--- src/rtl/pc_gen_if.sv ---
// Fetch-address handshake bundle between pc_gen and instruction memory / pipeline control.
interface pc_gen_if #(
  parameter int XLEN = 32
) ();
  logic            stall;
  logic            halt;
  logic            redirect_valid;
  logic [XLEN-1:0] redirect_addr;
  logic            pc_ready;
  logic [XLEN-1:0] pc_out;
  logic            pc_valid;
  logic            range_err;
  logic            misalign;

  modport master (
    input  stall, halt, redirect_valid, redirect_addr, pc_ready,
    output pc_out, pc_valid, range_err, misalign
  );

  modport slave (
    output stall, halt, redirect_valid, redirect_addr, pc_ready,
    input  pc_out, pc_valid, range_err, misalign
  );
endinterface

--- src/rtl/pc_gen.sv ---
// Program-counter generator: sequential advance, stall/halt, range-checked redirects.
// Define PC_MISALIGN_EN to trap misaligned redirect targets instead of truncating them.
//
// state  | meaning
// BOOT   | one cycle after reset release, no fetch issued
// RUN    | fetch request live, PC advances on accepted fetch
// HALTED | fetching stopped until a redirect arrives
module pc_gen #(
  parameter int              XLEN      = 32,
  parameter int              INC       = 4,
  parameter logic [XLEN-1:0] RESET_VEC = '0,
  parameter logic [XLEN-1:0] PC_MAX    = '1,
  parameter logic [XLEN-1:0] TRAP_VEC  = '0
) (
  input  logic      clk,
  input  logic      rst,
  pc_gen_if.master  bus
);

  localparam logic [XLEN-1:0] ALIGN_MASK = XLEN'(INC - 1);

  typedef enum logic [1:0] {
    BOOT   = 2'd0,
    RUN    = 2'd1,
    HALTED = 2'd2
  } state_t;

  state_t          state_q, state_d;
  logic [XLEN-1:0] pc_q, pc_d;
  logic [XLEN-1:0] tgt;
  logic [XLEN:0]   pc_inc;
  logic            tgt_range, tgt_mis;
  logic            pc_valid_q;
  logic            range_err_q, range_err_d;
  logic            misalign_q, misalign_d;

  // Out-of-range check wins over the alignment check.
  always_comb begin
    tgt_range = (bus.redirect_addr > PC_MAX);
    tgt_mis   = 1'b0;
    tgt       = bus.redirect_addr & ~ALIGN_MASK;
    if (tgt_range) begin
      tgt = TRAP_VEC;
    end
`ifdef PC_MISALIGN_EN
    else if (|(bus.redirect_addr & ALIGN_MASK)) begin
      tgt_mis = 1'b1;
      tgt     = TRAP_VEC;
    end
`endif
  end

  // One extra bit so that a carry out of XLEN also counts as exceeding PC_MAX.
  assign pc_inc = {1'b0, pc_q} + (XLEN+1)'(INC);

  always_comb begin
    state_d     = state_q;
    pc_d        = pc_q;
    range_err_d = 1'b0;
    misalign_d  = 1'b0;
    unique case (state_q)
      BOOT: state_d = RUN;
      RUN: begin
        if (bus.redirect_valid) begin
          pc_d        = tgt;
          range_err_d = tgt_range;
          misalign_d  = tgt_mis;
        end else if (bus.halt) begin
          state_d = HALTED;
        end else if (!bus.stall && pc_valid_q && bus.pc_ready) begin
          pc_d = (pc_inc > {1'b0, PC_MAX}) ? RESET_VEC : pc_inc[XLEN-1:0];
        end
      end
      HALTED: begin
        if (bus.redirect_valid) begin
          pc_d        = tgt;
          range_err_d = tgt_range;
          misalign_d  = tgt_mis;
          state_d     = RUN;
        end
      end
      default: state_d = BOOT;
    endcase
  end

  always_ff @(posedge clk or posedge rst) begin
    if (rst) begin
      state_q     <= BOOT;
      pc_q        <= RESET_VEC;
      pc_valid_q  <= 1'b0;
      range_err_q <= 1'b0;
      misalign_q  <= 1'b0;
    end else begin
      state_q     <= state_d;
      pc_q        <= pc_d;
      pc_valid_q  <= (state_d == RUN);
      range_err_q <= range_err_d;
      misalign_q  <= misalign_d;
    end
  end

  assign bus.pc_out    = pc_q;
  assign bus.pc_valid  = pc_valid_q;
  assign bus.range_err = range_err_q;
  assign bus.misalign  = misalign_q;

endmodule

--- src/flat_wrapper.sv ---
// flat-port wrapper written by rule: the top's interface ports become plain ports
module pc_gen_flat 
#(
  parameter int              XLEN      = 32,
  parameter int              INC       = 4,
  parameter logic [XLEN-1:0] RESET_VEC = '0,
  parameter logic [XLEN-1:0] PC_MAX    = '1,
  parameter logic [XLEN-1:0] TRAP_VEC  = '0
)
  (clk, rst, bus_stall, bus_halt, bus_redirect_valid, bus_redirect_addr, bus_pc_ready, bus_pc_out, bus_pc_valid, bus_range_err, bus_misalign);
  pc_gen_if #(.XLEN(XLEN)) bus_i ();
  input  logic clk;
  input  logic rst;
  input wire logic [$bits(bus_i.stall)-1:0] bus_stall;
  input wire logic [$bits(bus_i.halt)-1:0] bus_halt;
  input wire logic [$bits(bus_i.redirect_valid)-1:0] bus_redirect_valid;
  input wire logic [$bits(bus_i.redirect_addr)-1:0] bus_redirect_addr;
  input wire logic [$bits(bus_i.pc_ready)-1:0] bus_pc_ready;
  output wire logic [$bits(bus_i.pc_out)-1:0] bus_pc_out;
  output wire logic [$bits(bus_i.pc_valid)-1:0] bus_pc_valid;
  output wire logic [$bits(bus_i.range_err)-1:0] bus_range_err;
  output wire logic [$bits(bus_i.misalign)-1:0] bus_misalign;
  assign bus_i.stall = bus_stall;
  assign bus_i.halt = bus_halt;
  assign bus_i.redirect_valid = bus_redirect_valid;
  assign bus_i.redirect_addr = bus_redirect_addr;
  assign bus_i.pc_ready = bus_pc_ready;
  assign bus_pc_out = bus_i.pc_out;
  assign bus_pc_valid = bus_i.pc_valid;
  assign bus_range_err = bus_i.range_err;
  assign bus_misalign = bus_i.misalign;
  pc_gen #(.XLEN(XLEN), .INC(INC), .RESET_VEC(RESET_VEC), .PC_MAX(PC_MAX), .TRAP_VEC(TRAP_VEC)) u_core (.clk(clk), .rst(rst), .bus(bus_i));
endmodule
--- config.mk ---
export PLATFORM = sky130hd
export DESIGN_NAME = pc_gen_flat
export DESIGN_NICKNAME = d
export VERILOG_FILES = /design/src/rtl/pc_gen_if.sv /design/src/rtl/pc_gen.sv /design/src/flat_wrapper.sv
export SDC_FILE = /design/constraint.sdc
export NUM_CORES = 1
export LEC_CHECK = 0
export ABC_AREA = 1
export CORE_MARGIN = 1
export CORE_UTILIZATION = 52
export CTS_CLUSTER_SIZE = 14
export DETAILED_ROUTE_END_ITERATION = 6
export GPL_ROUTABILITY_DRIVEN = 0
export PLACE_DENSITY = 0.93
export SYNTH_ARGS = -nofsm -noshare
export SYNTH_HDL_FRONTEND = slang
export SYNTH_SLANG_ARGS = --single-unit
--- constraint.sdc ---
create_clock -name clk -period 3.5 [get_ports clk]
set_input_delay 0.35 -clock clk [delete_from_list [all_inputs] [get_ports clk]]
set_output_delay 0.35 -clock clk [all_outputs]
set_load 0.02 [all_outputs]
======== After elaboration in Yosys (flattened, before gate mapping) ========
Index checks and enable logic that the tools add are counted.
storage, ports and cells
  flip-flop bits (word level) ............. 36
  memories kept ........................... 0
  bits of input ports ..................... 38
  RAM bits ................................ 0
  latch bits .............................. 0
  bits in read-only memories .............. 0
operators by class
  shifts and indexed selects .............. 0
  $mul .................................... 0
  magnitude comparators ................... 2
  reductions and logical operators ........ 7
  bitwise logic cells ..................... 0
  equal/unequal tests ..................... 6
  muxes and demuxes ....................... 13
  $add $sub $neg .......................... 1
  div/mod/pow operators ................... 0
operators with widths
  operator                                                                  count
  32-bit 2-to-1 mux                                                         6
  32-bit case mux with 2 select lines                                       1
  32-bit by 3-bit adder with 33-bit output (second input constant)          1
  33-bit by 32-bit > comparator with 1-bit output (second input constant)   1
  32-bit > comparator (second input constant)                               1
  2-bit 2-to-1 mux                                                          3
  2-bit case mux with 3 select lines                                        1
  2-bit by 1-bit equality test with 1-bit output (second input constant)    2
  4-bit AND reduction                                                       1
  3-bit by 2-bit inequality test with 1-bit output (second input constant)  1
  3-bit inequality test (second input constant)                             1
  2-bit equality test (second input constant)                               1
  1-bit logical AND                                                         2
  2-bit zero test                                                           1
  1-bit 2-to-1 mux                                                          2
  2-bit inequality test (second input constant)                             1
  2-bit nonzero test                                                        1
  2-bit OR reduction                                                        1
  1-bit zero test                                                           1

======== Longest topological paths before layout ========
Gate-level depths: netlist of the first run.
  word-level depth ........................ 7
  depth in mapped cells ................... 11
  depth with buffers taken out ............ 11

======== Worst setup path before layout of the first run ========
Ideal clock, no wire load.
  path type ............................... reg2reg
  start point ............................. register u_core.pc_q[3], in the netlist u_core.bus.pc_out[3]
  end point ............................... register u_core.pc_q[2], in the netlist u_core.bus.pc_out[2]
  period minus slack after synthesis ...... 1,706 ps
  cell stages (with the launch flop) ...... 12
  arrival ................................. 1,583 ps
  setup slack ............................. 1,794 ps
  path through ............................ dfrtp_1 > ha_1 > nand2_2 > inv_2 > nand3_1 > nor2_2 > nand3_2 > nand2_4 > inv_4 > buf_6 > nand2_2 > a21boi_1
between the ends
  longest elaborated chain between the ends .. 7
ends and longest elaborated chain
  item                                             RTL line      source
  start, declared                                  pc_gen.sv:29  logic [XLEN-1:0] pc_q, pc_d;
  start signal, assigned                           pc_gen.sv:95  pc_q <= pc_d;
  32-bit by 3-bit adder with 33-bit output         pc_gen.sv:54  assign pc_inc = {1'b0, pc_q} + (XLEN+1)'(INC);
  33-bit by 32-bit > comparator with 1-bit output  pc_gen.sv:71  pc_d = (pc_inc > {1'b0, PC_MAX}) ? RESET_VEC : pc_inc[XLEN-1:0];
  32-bit 2-to-1 mux                                pc_gen.sv:71
  32-bit 2-to-1 mux                                pc_gen.sv:70  end else if (!bus.stall && pc_valid_q && bus.pc_ready) begin
  32-bit 2-to-1 mux                                pc_gen.sv:68  end else if (bus.halt) begin
  32-bit 2-to-1 mux                                pc_gen.sv:64  if (bus.redirect_valid) begin
  32-bit case mux with 2 select lines              pc_gen.sv:61  unique case (state_q)
Every way passes these cells. The select of a mux whose other input is x is not followed.
A chain may end at the register's enable or synchronous reset.

======== Worst setup path after layout of the first run ========
  start point ............................. input port bus_redirect_valid
  end point ............................... register u_core.pc_q[8], in the netlist u_core.bus.pc_out[8]
between the ends
  longest elaborated chain between the ends .. 2
ends and longest elaborated chain
  item                                                                                         RTL line            source
  start, declared                                                                              flat_wrapper.sv:16  input wire logic [$bits(bus_i.redirect_valid)-1:0] bus_redirect_valid;
  3-bit by 2-bit inequality test with 1-bit output (no source line) (tied with other cells)    -
  4-bit AND reduction (no source line) or 32-bit case mux with 2 select lines (tied branches)  -
Parallel ways exist; a longest one is shown, timed or not.

==> impl_results.md, run 1 <==
* Clk root buf: clkbuf_8
* CP required at around 3.7 ns
* Total CTS buffers at 5
* Drc violations at 0
* Flop2flop setup slack at roughly 1.3 ns
* Top post-synthesis cells by count: 134 x nand2_1, 51 x nor2_1, 49 x inv_1
* # H-tree levels at 2
* Sw Share at between 40% and 50%
* CP Class: input port to register
* Clk_skew at ~0.0060 ns
* Leading area contributor after synthesis: dfrtp_1
* Post-Layout Inst Area at between 3000 and 4000 um2
* Fin. Hold Viols at 0
* Aggregate routed wire length at between 6 and 7 mm
* Post-DRT Antenna Nets at 0
* Max_cap viols at 0
* Worst-case reg-to-reg path depth at 5
* Worst Tran Pin Value at ~0.9 ns
* Die ar. at 5310 um2
* Final setup fails at 0
* Min Hold Slack at approximately 0.46 ns
* Post-synthesis async set-or-reset flop share at 100%
* Pint at approximately 1.5 mW
* Die Ht at about 73 um
* Sequential cell area fraction in the yosys report at 31.6%
* Total Neg Setup Slack at 0 ns
* Core area at ~4800 um2
* Post-DP Area at around 3300 um2
* Top cell type's share of synthesized area at 31.6%
* Top FF cell, synth: dfrtp_1
* Vias in the first global route at about 2600
* Netlist cell types at 26
* Worst-Skew Late Latency at between 0.2 and 0.3 ns
* Hold Path Class: input port to async pin
* Via count at around 2800
* Setup crit start kind: input port
* Drt first-iter violations at around 170
* Clk pwr share at 9.8%
* CP Max Fanout at 22
* Synth top area cells: dfrtp_1 32%, nand2_1 19%, nor2_1 7.3%, inv_1 7.0%, a21boi_1 6.0%
* Slew Limit Headroom at between 30% and 40%
* GRT Total Usage at between 20% and 30%
* YS warnings at 0
* Routed vias/inst at approximately 5
* Total grt overflow at 0
* Hold_buf cts at 0
* Clock sink count at 33
* CTS tree: done
* Max Buffers Root-to-Sink at 2
* Finished Layout Cells at approximately 540
* FMAX at around 450 MHz
* Status: complete, no violations
* First-pass GRT wire length at between 10 and 15 mm
* Diode count at 0
* Clk slew on worst S/H paths at 0.07 ns
* VDD IR max at 473 uV
* Crit end category: register
* Netlist Area Pre-Place at between 2000 and 3000 um2
* Area grow syn2layout at 29.3%
* Gate power share at 61.5%
* PostCTS Resize Cnt at 0
* Starting Density at 54.6%
* WL/cell at approximately 12 um
* Nets at 510
* Die width at 72.9 um
* Final min period at 2.24 ns
* DP HPWL at 4.96 mm
* RSZ-0062 raised after global routing: no
* Num ports at 73
* Sequential power share at about 29%
* Period utilization at 64.1%
* Setup Fix Bufs, Post-CTS at 0
* Slew Viols, Final at 0
* # rows at 25
* Initial antenna violation count at 0
* #FFs+latches synth at 33
* Cells after DPL at 530
* Pre-antenna DRT Iters at 4
* Post-Syn Instances at 406
* Share of layout cells above drive strength 1 at between 7 and 8%
* Port bufs at 66
* PwrDens at ~850 nW/um2
* Post-synth EDFFs at 0
* Worst EP arrival at around 2.4 ns
* Top-count cell post-synth: nand2_1
* Lkg Pwr at about 1.7 nW
* Syn_area_per_cell at around 6.4 um2
* Sw power at between 1 and 1.5 mW
* Largest net degree at the start of global routing at 34
[cell families (layout without fill, tap and decap cells)]
kind of cell,count (synthesis),count (layout),share of synthesized area (%)
XOR/XNOR,13,13,4.36
AND/OR/NAND/NOR,234,234,38.7
AO/OA/AOI/OAI,57,57,13.3
adder cells (fa/ha/maj),2,2,0.957
other,1,4,0.143
buffers and inverters,66,128,11.0
flip-flops,33,33,31.6
[critical path: stages]
cell and delay (ns):
clkdlybuf4s50_1 0.49, inv_1 0.06, o21ai_0 0.11, nand4_1 0.67, buf_4 0.47, a21oi_1 0.17, a21boi_1 0.09
[registers in the layout, indices dropped and copies added (netlist names)]
signal,count
u_core.bus.pc_out,30
u_core.state_q,2
u_core.bus.pc_valid,1
[layer usage]
metal / GRT usage [%] / part of all wire [%] / vias to the layer above
met5: 0 / 0 / -
met4: 9.37 / 1.8 / 0
met3: 4.14 / 5.7 / 16
met2: 47.7 / 50 / 95
met1: 34.4 / 43 / 1271
li1: - / - / 1370
[power by group through the flow]
stage                     logic (mW)  registers, mW  clock network [mW]
after global placement          1.70          0.816                   0
final                           1.77          0.826               0.282
after global routing            1.97          0.851               0.305
after detailed placement        1.76          0.825                   0
after floorplan                0.986          0.978                   0
after CTS                       1.77          0.821               0.288
[through the flow]
stage               setup WS, ns  util, %  power (mW)
floorplan                   1.79        -        1.96
global placement            1.04     68.9        2.51
CTS                         1.27     70.6        2.88
global route                1.14     70.6        3.12
finish                      1.26     70.6        2.88
detailed placement         0.961     68.9        2.58
[final cells by class]
class | instances | area [um2]
Timing Repair Buffer | 69 | 683
Tap cell | 67 | 83.8
Clock buffer | 8 | 80.1
Multi-Input combinational cell | 310 | 1510
Fill cell | 406 | 1410
Sequential cell | 33 | 826
Inverter | 51 | 194
[final timing paths]
kind                                    start               endpoint
setup reg to reg            u_core.state_q[1]   u_core.bus.pc_out[8]
hold reg to reg             u_core.state_q[0]      u_core.state_q[1]
hold / removal                            rst   u_core.bus.pc_out[5]
max in group asynchronous                 rst  u_core.bus.pc_out[10]
min in group clk            u_core.state_q[0]      u_core.state_q[1]
setup / recovery           bus_redirect_valid   u_core.bus.pc_out[8]
[cells in the final DEF (no fill, tap or decap)]
cell / synthesis / final
a21oi_1: 26 / 26
inv_1: 49 / 49
conb_1: 1 / 4
nor2_2: 5 / 5
o21ai_0: 6 / 6
ha_1: 2 / 2
clkdlybuf4s50_1: 0 / 66
a21boi_0: 4 / 4
nand2_2: 14 / 14
nand3b_1: 2 / 2
and2_1: 2 / 2
nand3_2: 1 / 1
inv_4: 1 / 1
buf_4: 4 / 3
inv_2: 1 / 1
nand2_4: 1 / 1
nand4_1: 3 / 3
nor2_4: 4 / 4
clkbuf_1: 4 / 3
dfrtp_1: 33 / 33
xor2_1: 13 / 13
nand2_1: 134 / 134
clkbuf_8: 0 / 5
nor2_1: 51 / 51
a21boi_1: 21 / 21
nand3_1: 17 / 17
No activity file was read; power rests on OpenSTA's default activity.
==> run 2, diff against run 1 <==
- CORE_UTILIZATION: 52 -> 49
- PLACE_DENSITY: 0.93 -> 0.89
- clock period: 3.5 -> 2.1 ns (I/O delays scaled with it)
==> run 2 against run 1 <==
Against the previous run:
- clock skew is 0.00094 ns lower
- critical path type is now register to register
- flip-flop and latch count stayed put
- non-clock buffer count stayed put
- largest cell class unchanged
==> impl_results.md, run 2 (synthesized netlist as in run 1, its figures left out) <==
* Fin. Hold Viols at 0 (unchanged)
* Most common cell after layout, fill and taps aside: nand2_1
* Final WS setup at 0.280 ns (-0.976 ns)
* DP HPWL at 4.88 mm (-1.6%)
* GRT Total Usage at 25.8% (-1.4 points)
* First-pass GRT wire length at 11.0 mm (-2.1%)
* Gate power share at 61.3% (-0.2 points)
* Final min period at 1.82 ns
* Die ar. at 5630 um2 (+6.0%)
* Clk pwr share at 10.1% (+0.3 points)
* Diode count at 0 (unchanged)
* Starting Density at 51.2% (-3.4 points)
* Worst EP arrival at 2.01 ns (-0.41 ns)
* Aggregate routed wire length at 6.53 mm (-1.6%)
* FMAX at roughly 550 MHz
* Slew Limit Headroom at 36.9% (-3.1 points)
* Most frequent cells in the layout: 134 x nand2_1, 66 x clkdlybuf4s50_1, 51 x nor2_1, 49 x inv_1, 33 x dfrtp_1
* Setup crit start kind: register
* Total grt overflow at 0 (unchanged)
* Routed vias/inst at 5.01 (-2.1%)
* Clk slew on worst S/H paths at 0.07 ns (about the same)
* Total Neg Setup Slack at 0 ns (unchanged)
* VDD IR max at 729 uV (+54%)
* # rows at 26 (+4.0%)
* Lkg Pwr at 1.70 nW (+0.62%)
* Core area at 5110 um2 (+6.7%)
* Sw Share at 48.8% (-0.73 points)
* Clk_skew at 0.00506 ns (-0.000937 ns)
* Hold Path Class: input port to async pin
* Crit end category: register
* Port bufs at 66 (unchanged)
* Num ports at 73 (unchanged)
* Total CTS buffers at 5 (unchanged)
* Status: complete, no violations
* Flop2flop setup slack at 0.28 ns (-1.04 ns)
* Via count at 2704 (-1.7%)
* Post-DRT Antenna Nets at 0 (unchanged)
* CP Class: register to register
* Area grow syn2layout at 30.2%
* WL/cell at 12.1 um (-2.0%)
* Sequential power share at 28.6% (about the same)
* # H-tree levels at 2 (unchanged)
* Clock sink count at 33 (unchanged)
* Vias in the first global route at 2529 (-2.6%)
* Clk root buf: clkbuf_8
* CTS tree: done
* Pre-CTS WS at 0.153 ns (-0.807 ns)
* Max reg flops at 30 (unchanged)
* Die width at 75.0 um (+2.9%)
* Final setup fails at 0 (unchanged)
* Drt first-iter violations at 177 (+6.0%)
* PwrDens at 1410 nW/um2 (+66%)
* Initial antenna violation count at 0 (unchanged)
* RSZ-0062 raised after global routing: no
* Worst reg2reg path startpoint: u_core.bus.pc_out[3]
* Pint at 2.46 mW (+69%)
* Hold_buf cts at 0 (unchanged)
* Nets at 510 (unchanged)
* Max Buffers Root-to-Sink at 2 (unchanged)
* Drc violations at 0 (unchanged)
* CP required at 2.29 ns (-1.38 ns)
* Sw power at 2.34 mW (+64%)
* CP Max Fanout at 24 (+9.1%)
* Share of layout cells above drive strength 1 at 7.66% (+0.23 points)
* RR Endpoint: u_core.bus.pc_out[9]
* PostCTS Resize Cnt at 0 (unchanged)
* Period utilization at between 80% and 90%
* Worst Tran Pin Value at 0.946 ns (+0.0467 ns)
* Pre-antenna DRT Iters at 4 (unchanged)
* Worst-case reg-to-reg path depth at 10 (+5)
* Max_cap viols at 0 (unchanged)
* Die Ht at 75.0 um (+2.9%)
* Worst-Skew Late Latency at 0.29 ns (about the same)
* Largest net degree at the start of global routing at 57 (+68%)
* Setup Fix Bufs, Post-CTS at 0 (unchanged)
* Slew Viols, Final at 0 (unchanged)
[run 2: layout make-up]
type | count | area (um2)
clock buffer | 7 | 86.3
fill | 466 | 1710
inverter | 51 | 194
multi-input combinational | 310 | 1510
sequential | 33 | 826
tap | 70 | 87.6
timing repair buffer | 69 | 696
[run 2: per-layer routing]
metal / up-vias / share of wire (%) / global-route usage, %
li1: 1368 / - / -
met1: 1242 / 42 / 30.4
met4: 0 / 1.9 / 9.64
met2: 83 / 51 / 46.4
met5: - / 0 / 0
met3: 11 / 5.5 / 5.09
[run 2: through the flow]
stage	util [%]	hold WS (ns)	instances	power, mW	cell area (um2)
2_1_floorplan	-	0.339	409	3.27	2630
3_3_place_gp	64.9	0.572	533	4.21	3320
3_5_place_dp	64.9	0.621	533	4.30	3320
4_1_cts	66.6	0.331	540	4.81	3400
5_1_grt	66.6	0.356	540	5.25	3400
6_report	66.6	0.312	540	4.80	3400
[run 2: worst max path at each step]
stage | from | to | slack [ns] | depth (start not counted)
detailed placement | bus_redirect_valid | u_core.bus.pc_out[9] | 0.15 | 5
CTS | u_core.bus.pc_out[3] | u_core.bus.pc_out[9] | 0.27 | 10
global placement | bus_redirect_valid | u_core.bus.pc_out[29] | 0.26 | 5
floorplan | u_core.bus.pc_out[3] | u_core.bus.pc_out[2] | 0.39 | 11
global route | u_core.bus.pc_out[3] | u_core.bus.pc_out[22] | 0.13 | 9
finish | u_core.bus.pc_out[3] | u_core.bus.pc_out[9] | 0.28 | 10
[run 2: worst max-delay path, stage by stage (launching register included)]
cell and delay (ns):
dfrtp_1 0.45, ha_1 0.25, nand2_2 0.09, inv_2 0.04, nand3_1 0.09, nor2_2 0.06, nand3_2 0.09, nand2_4 0.09
inv_4 0.27, nand2_1 0.10, a21boi_0 0.20
[run 2: power by group through the flow]
stage	Combinational (mW)	Sequential [mW]	Clock [mW]
2_1_floorplan	1.64	1.63	0
3_3_place_gp	2.84	1.37	0
3_5_place_dp	2.93	1.37	0
4_1_cts	2.95	1.37	0.497
5_1_grt	3.31	1.42	0.513
6_report	2.94	1.37	0.486
==> run 3, diff against run 2 <==
- PLACE_DENSITY: 0.89 -> 0.84
==> run 3 against run 2 <==
Against the previous run:
- utilization rose by 1.1 points
- flip-flop and latch count did not move
- cell area rose by 1.7%
- fmax rose by 1.3%
- die area did not move
- routed wire length rose by 0.18%
- via count rose by 0.78%
- hold slack improved by 0.010 ns
- sequential share of layout area fell by 0.40 points
- register-to-register slack improved by 0.02 ns
- non-clock buffer count rose by 6
- critical path type unchanged
- critical endpoint is now u_core.bus.pc_out[12]
- highest routed layer unchanged
==> impl_results.md, run 3 (synthesized netlist as in run 1, its figures left out) <==
* Clk_skew at 0.00808 ns (+0.00302 ns)
* Total Neg Setup Slack at 0 ns (unchanged)
* Max incr delay on CP at 0.44 ns (about the same)
* Final min period at 1.80 ns (-0.0241 ns)
* Pre-CTS WS at -0.0297 ns (-0.183 ns)
* Area grow syn2layout at 32.4%
* Diode count at 0 (unchanged)
* Via count at 2725 (+0.78%)
* Starting Density at 51.2% (unchanged)
* Max reg flops at 30 (unchanged)
* Clk slew on worst S/H paths at 0.07 ns (about the same)
* Worst Tran Pin Value at 0.535 ns (-0.410 ns)
* GRT Max-Usage Layer: met2
* Vias in the first global route at 2419 (-4.3%)
* Worst reg2reg path startpoint: u_core.bus.pc_out[3]
* Status: complete, no violations
* Drt first-iter violations at 178 (+0.56%)
* Worst-Skew Late Latency at 0.29 ns (about the same)
* DP HPWL at 5.10 mm (+4.5%)
* Period utilization at 85.5% (-1.1 points)
* # H-tree levels at 2 (unchanged)
* CTS tree: done
* Met1 Usage GRT at 30.5% (+0.091 points)
* CP Max Fanout at 24 (unchanged)
* Clock sink count at 33 (unchanged)
* Nets at 516 (+1.2%)
* Max_cap viols at 0 (unchanged)
* Worst EP arrival at 1.96 ns (-0.05 ns)
* Flop2flop setup slack at 0.30 ns (+0.02 ns)
* PnR Total Power at 4.90 mW (+2.0%)
* RR Endpoint: u_core.bus.pc_out[12]
* Worst-case reg-to-reg path depth at 10 (unchanged)
* Most frequent cells in the layout: 134 x nand2_1, 66 x clkdlybuf4s50_1, 51 x nor2_1, 49 x inv_1, 33 x dfrtp_1
* Port bufs at 66 (unchanged)
* PwrDens at 1420 nW/um2 (+0.27%)
* Total grt overflow at 0 (unchanged)
* Slowest CP cell: dfrtp_1
* Routed vias/inst at 4.99 (-0.33%)
* CP Cell Sequence: ha_1 -> nand2_2 -> inv_2 -> nand3_1 -> nor2_2 -> nand3_2 -> nand2_4 -> inv_4 -> nand2_1 -> a21boi_0
* RSZ-0062 raised after global routing: no
* Pre-antenna DRT Iters at 4 (unchanged)
* Most common cell after layout, fill and taps aside: nand2_1
* Fill cells at 443 (-4.9%)
* Drc violations at 0 (unchanged)
* Num ports at 73 (unchanged)
* Clk root buf: clkbuf_8
* First-pass GRT wire length at 10.7 mm (-2.8%)
* Largest net degree at the start of global routing at 34 (-40%)
* Slew Limit Headroom at 64.3% (+27 points)
* Sequential Area at 826 um2 (unchanged)
* Worst Setup SP: u_core.bus.pc_out[3]
* FMAX at 557 MHz (+1.3%)
* Share of layout cells above drive strength 1 at 8.82% (+1.2 points)
* Max Buffers Root-to-Sink at 2 (unchanged)
* Multi-input gate area at 1510 um2 (unchanged)
* Die Ht at 75.0 um (unchanged)
* Final WS setup at 0.304 ns (+0.0241 ns)
* Final Util at 67.7% (+1.1 points)
* Aggregate routed wire length at 6.54 mm (+0.18%)
* GRT Total Usage at 25.4% (-0.48 points)
* Finished Layout Cells at 546 (+1.1%)
* Lkg Pwr at 1.73 nW (+1.9%)
* Final setup fails at 0 (unchanged)
* Core area at 5110 um2 (unchanged)
* Die ar. at 5630 um2 (unchanged)
* Hold Path Class: input port to async pin
* # rows at 26 (unchanged)
* Slew Viols, Final at 0 (unchanged)
* Total CTS buffers at 5 (unchanged)
* Cells after DPL at 538 (+0.94%)
* Worst setup endpoint: u_core.bus.pc_out[12]
* Initial antenna violation count at 0 (unchanged)
* Fin. Hold Viols at 0 (unchanged)
* WL/cell at 12.0 um (-0.92%)
* Setup crit start kind: register
* Post-DRT Antenna Nets at 0 (unchanged)
* GR Util met2 at 44.4% (-2.0 points)
* CP Class: register to register
* Crit end category: register
* VDD IR max at 805 uV (+10%)
* Die width at 75.0 um (unchanged)
* CP required at 2.26 ns (-0.03 ns)
* M3 GR Usage at 5.76% (+0.67 points)
run 3: cell count changes in the layout (fill, tap and decap cells not counted), sizes merged:
cell,before,now
buf,3,9
run 3: cell type report:
| cell class | instances | share of cell area, % |
|---|---|---|
| Multi-Input combinational cell | 310 | 43.7 |
| Sequential cell | 33 | 23.9 |
| Timing Repair Buffer | 75 | 21.8 |
| Inverter | 51 | 5.61 |
| Tap cell | 70 | 2.53 |
| Clock buffer | 7 | 2.50 |
run 3: worst min-delay path by stage:
| stage | slack, ns | cells after the start | startpoint | to |
|---|---|---|---|---|
| 6_report | 0.32 | 3 | rst | u_core.bus.pc_out[24] |
| 3_3_place_gp | 0.57 | 3 | u_core.state_q[0] | u_core.state_q[1] |
| 3_5_place_dp | 0.63 | 3 | u_core.state_q[0] | u_core.state_q[1] |
| 4_1_cts | 0.33 | 3 | rst | u_core.bus.pc_out[24] |
| 5_1_grt | 0.39 | 3 | rst | u_core.bus.pc_out[24] |
| 2_1_floorplan | 0.34 | 1 | rst | u_core.bus.pc_out[10] |
run 3: routing by layer:
layer,vias to the layer above,wire length [um]
met4,0,123
met2,85,3250
met5,-,0
li1,1378,-
met1,1250,2760
met3,12,406
run 3: what timing repair did:
action	4_1_cts	5_1_grt
setup endpoints to repair	0	7
resized for setup	0	0
hold buffers	0	0
setup buffers	0	1
run 3: worst max-delay path, delay by kind of cell (launching register included):
kind	cells	cell delay, ns
AO/OA/AOI/OAI	1	0.09
buffers and inverters	2	0.22
AND/OR/NAND/NOR	6	0.70
adder cells (fa/ha/maj)	1	0.24
flip-flops	1	0.44
run 3: where the power goes:
part           total [mW]  internal (mW)  switching [mW]
sequential           1.38          0.947           0.435
clock               0.482          0.260           0.223
combinational        3.03           1.32            1.71
total                4.90           2.53            2.37
run 3: through the flow:
step	hold WS, ns	instance area (um2)
detailed placement	0.634	3370
CTS	0.330	3450
global route	0.386	3460
finish	0.322	3460
global placement	0.573	3370
floorplan	0.339	2630
